$ cat src/rtl/mat_alu_seq_ctrl.sv
// Matrix ALU beat sequencer: latches an issued op, walks rows (outer) and
// K chunks (inner), hands one beat per ready cycle to the datapath, then
// signals completion to the retire unit.
module mat_alu_seq_ctrl #(
    parameter int unsigned MAT_ALU_OP_TYPE_WIDTH = 11,
    parameter int unsigned K_CHUNK_SHIFT         = 4
) (
    input  logic                             forever_cpuclk,
    input  logic                             cpurst_b,
    input  logic                             rtu_yy_xx_flush,
    input  logic                             idu_mat_rf_alu_sel,
    input  logic [6:0]                       idu_mat_rf_pipe8_iid,
    input  logic [MAT_ALU_OP_TYPE_WIDTH-1:0] idu_mat_rf_alu_optype,
    input  logic [7:0]                       x_sizeM,
    input  logic [7:0]                       x_sizeN,
    input  logic [15:0]                      x_sizeK,
    input  logic                             dp_seq_ready,
    output logic                             mat_alu_seq_busy,
    output logic                             seq_dp_vld,
    output logic [7:0]                       seq_dp_row,
    output logic [11:0]                      seq_dp_kidx,
    output logic                             seq_dp_first,
    output logic                             seq_dp_last,
    output logic [MAT_ALU_OP_TYPE_WIDTH-1:0] seq_dp_optype,
    output logic                             mat_alu_cbus_ex1_pipe8_sel,
    output logic [6:0]                       mat_alu_cbus_ex1_pipe8_iid
);

    localparam int unsigned ROW_W   = 8;
    localparam int unsigned KIDX_W  = 12;
    localparam int unsigned IID_W   = 7;
    localparam int unsigned SIZEK_W = 16;

    typedef enum logic [1:0] {
        ST_IDLE  = 2'd0,
        ST_RUN   = 2'd1,
        ST_CMPLT = 2'd2
    } seq_state_e;

    seq_state_e          state_q;
    logic [IID_W-1:0]    iid_q;
    logic [ROW_W-1:0]    size_m_q;
    logic [KIDX_W-1:0]   kmax_q;
    logic                cmplt_q;

    logic                is_mac_c;
    logic [KIDX_W-1:0]   kmax_issue_c;
    logic                issue_last_c;
    logic                k_wrap_c;
    logic [ROW_W-1:0]    row_nxt_c;
    logic [KIDX_W-1:0]   k_nxt_c;
    logic                last_nxt_c;

    // N size does not influence sequencing; it is only a CFG pass-through.
    logic                unused_size_n;
    assign unused_size_n = ^x_sizeN;

    // Issue-time K chunk count (stored as kcnt-1) and next-beat counter math.
    always_comb begin
        is_mac_c     = |idu_mat_rf_alu_optype[3:1];
        kmax_issue_c = '0;
        if (is_mac_c && (x_sizeK != '0)) begin
            // ceil(K / 2^S) - 1 == floor((K - 1) / 2^S) for K >= 1
            kmax_issue_c = KIDX_W'((x_sizeK - SIZEK_W'(1)) >> K_CHUNK_SHIFT);
        end
        issue_last_c = (x_sizeM == ROW_W'(1)) && (kmax_issue_c == '0);

        k_wrap_c   = (seq_dp_kidx == kmax_q);
        row_nxt_c  = seq_dp_row;
        k_nxt_c    = seq_dp_kidx + KIDX_W'(1);
        if (k_wrap_c) begin
            row_nxt_c = seq_dp_row + ROW_W'(1);
            k_nxt_c   = '0;
        end
        last_nxt_c = (row_nxt_c == (size_m_q - ROW_W'(1))) && (k_nxt_c == kmax_q);
    end

    // Sequencer FSM with registered beat, busy and completion state.
    always_ff @(posedge forever_cpuclk or negedge cpurst_b) begin
        if (!cpurst_b) begin
            state_q                    <= ST_IDLE;
            iid_q                      <= '0;
            size_m_q                   <= '0;
            kmax_q                     <= '0;
            cmplt_q                    <= 1'b0;
            mat_alu_seq_busy           <= 1'b0;
            seq_dp_vld                 <= 1'b0;
            seq_dp_row                 <= '0;
            seq_dp_kidx                <= '0;
            seq_dp_first               <= 1'b0;
            seq_dp_last                <= 1'b0;
            seq_dp_optype              <= '0;
            mat_alu_cbus_ex1_pipe8_iid <= '0;
        end else if (rtu_yy_xx_flush) begin
            // Flush wins over everything, including a same-cycle issue.
            state_q                    <= ST_IDLE;
            cmplt_q                    <= 1'b0;
            mat_alu_seq_busy           <= 1'b0;
            seq_dp_vld                 <= 1'b0;
            seq_dp_row                 <= '0;
            seq_dp_kidx                <= '0;
            seq_dp_first               <= 1'b0;
            seq_dp_last                <= 1'b0;
            seq_dp_optype              <= '0;
            mat_alu_cbus_ex1_pipe8_iid <= '0;
        end else begin
            case (state_q)
                ST_IDLE: begin
                    if (idu_mat_rf_alu_sel) begin
                        iid_q            <= idu_mat_rf_pipe8_iid;
                        size_m_q         <= x_sizeM;
                        kmax_q           <= kmax_issue_c;
                        seq_dp_optype    <= idu_mat_rf_alu_optype;
                        seq_dp_row       <= '0;
                        seq_dp_kidx      <= '0;
                        mat_alu_seq_busy <= 1'b1;
                        if (x_sizeM == '0) begin
                            // Empty op: complete without issuing any beat.
                            state_q                    <= ST_CMPLT;
                            cmplt_q                    <= 1'b1;
                            mat_alu_cbus_ex1_pipe8_iid <= idu_mat_rf_pipe8_iid;
                        end else begin
                            state_q      <= ST_RUN;
                            seq_dp_vld   <= 1'b1;
                            seq_dp_first <= 1'b1;
                            seq_dp_last  <= issue_last_c;
                        end
                    end
                end
                ST_RUN: begin
                    if (dp_seq_ready) begin
                        if (seq_dp_last) begin
                            state_q                    <= ST_CMPLT;
                            cmplt_q                    <= 1'b1;
                            mat_alu_cbus_ex1_pipe8_iid <= iid_q;
                            seq_dp_vld                 <= 1'b0;
                            seq_dp_first               <= 1'b0;
                            seq_dp_last                <= 1'b0;
                            seq_dp_row                 <= '0;
                            seq_dp_kidx                <= '0;
                            seq_dp_optype              <= '0;
                        end else begin
                            seq_dp_row   <= row_nxt_c;
                            seq_dp_kidx  <= k_nxt_c;
                            seq_dp_first <= 1'b0;
                            seq_dp_last  <= last_nxt_c;
                        end
                    end
                end
                ST_CMPLT: begin
                    state_q                    <= ST_IDLE;
                    cmplt_q                    <= 1'b0;
                    mat_alu_seq_busy           <= 1'b0;
                    mat_alu_cbus_ex1_pipe8_iid <= '0;
                end
                default: begin
                    state_q          <= ST_IDLE;
                    cmplt_q          <= 1'b0;
                    mat_alu_seq_busy <= 1'b0;
                    seq_dp_vld       <= 1'b0;
                    seq_dp_first     <= 1'b0;
                    seq_dp_last      <= 1'b0;
                end
            endcase
        end
    end

    // A flush arriving in the completion cycle kills that cycle's pulse.
    assign mat_alu_cbus_ex1_pipe8_sel = cmplt_q & ~rtu_yy_xx_flush;

endmodule
$ cat config.mk
export PLATFORM = sky130hd
export DESIGN_NAME = mat_alu_seq_ctrl
export DESIGN_NICKNAME = d
export VERILOG_FILES = /design/src/rtl/mat_alu_seq_ctrl.sv
export SDC_FILE = /design/constraint.sdc
export NUM_CORES = 1
export LEC_CHECK = 0
export ABC_AREA = 1
export BUFFER_PORTS_ARGS = -buffer_cell sky130_fd_sc_hd__buf_2
export CORE_ASPECT_RATIO = 1.75
export CORE_MARGIN = 2
export CORE_UTILIZATION = 30
export CTS_BUF_LIST = sky130_fd_sc_hd__clkbuf_8
export DETAILED_ROUTE_END_ITERATION = 6
export SYNTH_ARGS = -nofsm -noshare
export SYNTH_HDL_FRONTEND = slang
export SYNTH_SLANG_ARGS = --single-unit
$ cat constraint.sdc
create_clock -name forever_cpuclk -period 4.1 [get_ports forever_cpuclk]
set_clock_uncertainty 0.1 [all_clocks]
set_input_delay 1.23 -clock forever_cpuclk [delete_from_list [all_inputs] [get_ports forever_cpuclk]]
set_output_delay 1.23 -clock forever_cpuclk [all_outputs]
set_load 0.005 [all_outputs]
Yosys cells after proc, flatten, opt, wreduce, memory -nomap -nowiden
Index checks and enable logic that the tools add are counted.

cells by class
  $add $sub $neg = 4
  multiply operators = 0
  div/mod/pow operators = 0
  $lt $le $gt $ge = 0
  eq/ne operators = 13
  shift-type cells = 0
  muxes and demuxes = 54
  bitwise gates (word level) = 2
  reductions and logical operators = 19

operators with widths
  cell                                                 count
  2-to-1 mux 12 bit                                    6
  2-to-1 mux 11 bit                                    4
  2-to-1 mux 8 bit                                     5
  2-to-1 mux 7 bit                                     5
  equality test 12 bit                                 2
  one-hot mux 12 bit (2 select lines)                  1
  one-hot mux 11 bit (2 select lines)                  1
  one-hot mux 7 bit (3 select lines)                   1
  2-to-1 mux 1 bit                                     19
  one-hot mux 8 bit (2 select lines)                   1
  nonzero test 16 bit                                  1
  subtractor 16 x 1 -> 16 bit, second input constant   1
  != test 3 bit, second input constant                 5
  adder 12 x 1 -> 12 bit, second input constant        1
  logical NOT 12 bit                                   1
  AND reduction 4 bit                                  3
  2-to-1 mux 2 bit                                     5
  AND reduction 5 bit                                  2
  one-hot mux 1 bit (3 select lines)                   3
  AND reduction 3 bit                                  3
  adder 8 x 1 -> 8 bit, second input constant          1
  equality test 8 x 1 -> 1 bit, second input constant  1
  equality test 8 bit                                  1
  logical NOT 8 bit                                    1
  14 further kinds                                     18

word-level totals
  register bits after elaboration = 72
  latch bits = 0
  memory bits (writable) = 0
  ROM bits = 0
  input bits = 55
  memories = 0

Logic depth before layout (Yosys ltp)
  depth in word-level cells = 9
  depth in mapped cells = 20

Least setup slack after synthesis
Ideal clock, no wire load.

  kind = input -> output
  start = in rtu_yy_xx_flush
  end = out mat_alu_cbus_ex1_pipe8_sel
  data arrival time = 1490 ps
  data required time = 2770 ps
  slack = 1280 ps
  stages = 2
  buffers on the path = 1
  cell sequence = buf_4 nor2_1

between the ends
  longest elaborated chain between the ends = 2

RTL lines
  item                        line  RTL
  from (decl)                 10    input logic rtu_yy_xx_flush,
  NOT 1 bit (no source line)  n/a
  bitwise AND 1 bit           169   assign mat_alu_cbus_ex1_pipe8_sel = cmplt_q & ~rtu_yy_xx_flush;
  to (decl)                   25    output logic mat_alu_cbus_ex1_pipe8_sel,

No other way between the ends.

Worst setup path after layout
Same ends and word-level chain as after synthesis.

==> flow_metrics.env <==
export IMPL_status="completed"
export IMPL_ff2ff_setup_slack_ps=1370
export IMPL_maxCapViolCount=0
export IMPL_ys_flop_type="dfrtp_1"
export IMPL_synth_warnings=0
export IMPL_internal_power_w=0.00180
export IMPL_fmax_mhz=340
export IMPL_crit_top_cell="buf_2"
export IMPL_cts_setup_buffers=0
export IMPL_cts_resized=0
export IMPL_relSlewSlack_pct=36.8
export IMPL_hpwl_um=9800
export IMPL_synth_most_common_cell="nand2_1"
export IMPL_async_flop_share_pct=100
export IMPL_r2r_cells=7
export IMPL_crit_chain="buf_2 -> nor2_1 -> buf_2"
export IMPL_area_growth_pct=18.2
export IMPL_combinationalPowerShare_pct=44.5
export IMPL_route_antenna_remaining_nets=0
export IMPL_setup_viol=0
export IMPL_whs_ps=393
export IMPL_synthesis_area_mm2=0.00455
export IMPL_slowest_stage="buf_2"
export IMPL_fillerInstances=1605
export IMPL_grt_total_usage_pct=16.0
export IMPL_cts_sinks=72
export IMPL_power_net_switching_w=0.00135
export IMPL_grt_pass1_wl_um=20900
export IMPL_clockBufferDepth=2
export IMPL_io_pin_count=98
export IMPL_die_width_um=97.1
export IMPL_num_rows=59
export IMPL_slew_viol_final=0
export IMPL_startpoint_type="input port"
export IMPL_layout_min_cycle_time_ps=2940
export IMPL_yosysUniqueCellTypes=36
export IMPL_worstPathArrival_ps=1610
export IMPL_synth_largest_area_cell="dfrtp_1"
export IMPL_swShare_pct=42.8
export IMPL_total_power_w=0.00315
export IMPL_ctsRootBufferMaster="clkbuf_8"
export IMPL_hp_class="flip-flop to flip-flop"
export IMPL_synthTopCellsByArea="dfrtp_1, nand2_1, inv_1"
export IMPL_routed_wl_um=12600
export IMPL_nets=807
export IMPL_crit_family="buffers and inverters"
export IMPL_worstMarginPinSlew_ps=949
export IMPL_path_clk_slew_ps=70
export IMPL_grt_pass1_vias=4521
export IMPL_crit_buf_inv=2
export IMPL_pwr_share_clk_pct=20.1
export IMPL_yosys_area_top_type_share_pct=39.6
export IMPL_drive_above_1_share_pct=17.2
export IMPL_clock_latency_ps=360
export IMPL_cts_hold_buf=0
export IMPL_required_ps=2770
export IMPL_drc=0
export IMPL_cts_htree_levels=3
export IMPL_r2r_start="state_q[1]$_DFFE_PN0P_"
export IMPL_dp_cells=918
export IMPL_ir_drop_v=0.000299
export IMPL_finalSetupTns_ps=0
export IMPL_timing_critical_path_to="mat_alu_cbus_ex1_pipe8_sel"
export IMPL_coreArea_mm2=0.0148
export IMPL_cpPeakStageDelay_ps=150
export IMPL_vias_per_cell=4.74
export IMPL_num_antenna_cells=0
export IMPL_via_count=4425
export IMPL_final_util_pct=36.3
export IMPL_port_buffers=89
export IMPL_hold_violations=0
export IMPL_grt_max_degree=73
export IMPL_rr_endpoint="seq_dp_row[2]$_DFFE_PN0P_"
export IMPL_power_density_mw_per_mm2=585
export IMPL_synth_edf_count=0
export IMPL_path_class="input port to output port"
export IMPL_die_area_mm2=0.0162
export IMPL_rsz0062_at_grt="false"
export IMPL_synthTopCellsByCount="nand2_1, inv_1, dfrtp_1, nand3_1, o21ai_0"
export IMPL_synth_seq_cells=72
export IMPL_synth_net_count=723
export IMPL_leakage_nw=2.84
export IMPL_cp_max_fo=9
export IMPL_cts_buffers=9
export IMPL_syn_instance_count=662
export IMPL_antenna_found_initial=0
export IMPL_dr_pass1_iters=4
export IMPL_initialDrtViolationCount=218
export IMPL_cp_depth=3
export IMPL_die_y_um=167
export IMPL_multi_input_area_mm2=0.00229
export IMPL_cp_end_kind="output port"
export IMPL_regArea_mm2=0.00180
export IMPL_initial_utilization_pct=30.7
export IMPL_wl_per_cell_um=13.5
export IMPL_pwr_share_seq_pct=35.4
export IMPL_cts_tree="done"
export IMPL_yosysSeqAreaShare_pct=39.6
export IMPL_crit_start="rtu_yy_xx_flush"
export IMPL_postSynthAreaPerCell_um2=6.87
export IMPL_period_share_pct=71.6
export IMPL_stdcell_count=933
export IMPL_place_congestion=0.848
export IMPL_globalRouteOverflowTotal=0
-- tightest hold or removal path: cells and delay by family, from the launching register on --
family             cells  cell delay (ps)
and+or+nand+nor        1               50
AOI/OAI and AO/OA      1               70
DFF                    1              340
-- kinds of logic (layout without fill, tap and decap cells) --
kind of cell / count (synthesis) / in the layout / synth area share [%]
compound gates: 97 / 97 / 11.8
flops: 72 / 72 / 39.6
xor+xnor: 20 / 20 / 3.85
buf+inv: 115 / 203 / 10.0
fa+ha+maj: 6 / 6 / 1.65
simple gates: 352 / 352 / 33.1
-- stage by stage --
stage | worst slack (ps) | area [um^2]
floorplan | 1280 | 4550
global placement | 892 | 5160
detailed placement | 861 | 5160
CTS | 1160 | 5380
global route | 936 | 5380
finish | 1160 | 5380
-- layer usage --
metal / up-vias / wire, um / GRT usage [%]
li1: 2288 / - / -
met1: 2012 / 4900 / 16.0
met2: 89 / 6660 / 30.2
met3: 36 / 382 / 2.56
met4: 0 / 700 / 10.2
met5: - / 0 / 0
-- power groups by stage --
stage               sequential (W)  clock (W)  combinational, W
global route               0.00115   0.000684           0.00161
detailed placement         0.00112          0           0.00141
finish                     0.00111   0.000633           0.00140
CTS                        0.00111   0.000659           0.00142
global placement           0.00112          0           0.00140
floorplan                  0.00110          0          0.000985
-- placed cells by master, fill, tap and decap left out, drive strengths merged, types with 7 or more instances in the layout --
master	instances
clkbuf	10
nor2	58
a21oi	7
nand3	63
xor2	13
buf	94
nor3	8
nand4	8
o22ai	19
nand2	207
dfrtp	72
o21ai	63
inv	94
xnor2	7
-- registers in the layout, summed over array words and instances (netlist names) --
signal                      cells
seq_dp_kidx                    12
kmax_q                         12
seq_dp_first                    1
state_q                         2
iid_q                           7
seq_dp_vld                      1
size_m_q                        8
mat_alu_cbus_ex1_pipe8_iid      7
mat_alu_seq_busy                1
seq_dp_optype                  11
seq_dp_last                     1
cmplt_q                         1
seq_dp_row                      8
-- cell type report --
class                           instances  area share, %
Clock buffer                           10           2.56
Timing Repair Buffer                   94           9.02
Clock inverter                          5           1.51
Sequential cell                        72           33.5
Tap cell                              183           4.26
Inverter                               94           6.56
Multi-Input combinational cell        475           42.6
-- how the worst min path moves through the flow --
stage	endpoint	slack (ps)	startpoint	cells past startpoint
final	iid_q[3]$_DFFE_PN0P_	390	iid_q[3]$_DFFE_PN0P_	2
after global routing	iid_q[1]$_DFFE_PN0P_	430	iid_q[1]$_DFFE_PN0P_	2
after CTS	size_m_q[1]$_DFFE_PN0P_	400	size_m_q[1]$_DFFE_PN0P_	2
after detailed placement	size_m_q[1]$_DFFE_PN0P_	370	size_m_q[1]$_DFFE_PN0P_	2
after global placement	seq_dp_first$_DFFE_PN0P_	360	seq_dp_first$_DFFE_PN0P_	2
after floorplan	size_m_q[1]$_DFFE_PN0P_	350	size_m_q[1]$_DFFE_PN0P_	2
No activity file was read; power rests on OpenSTA's default activity.
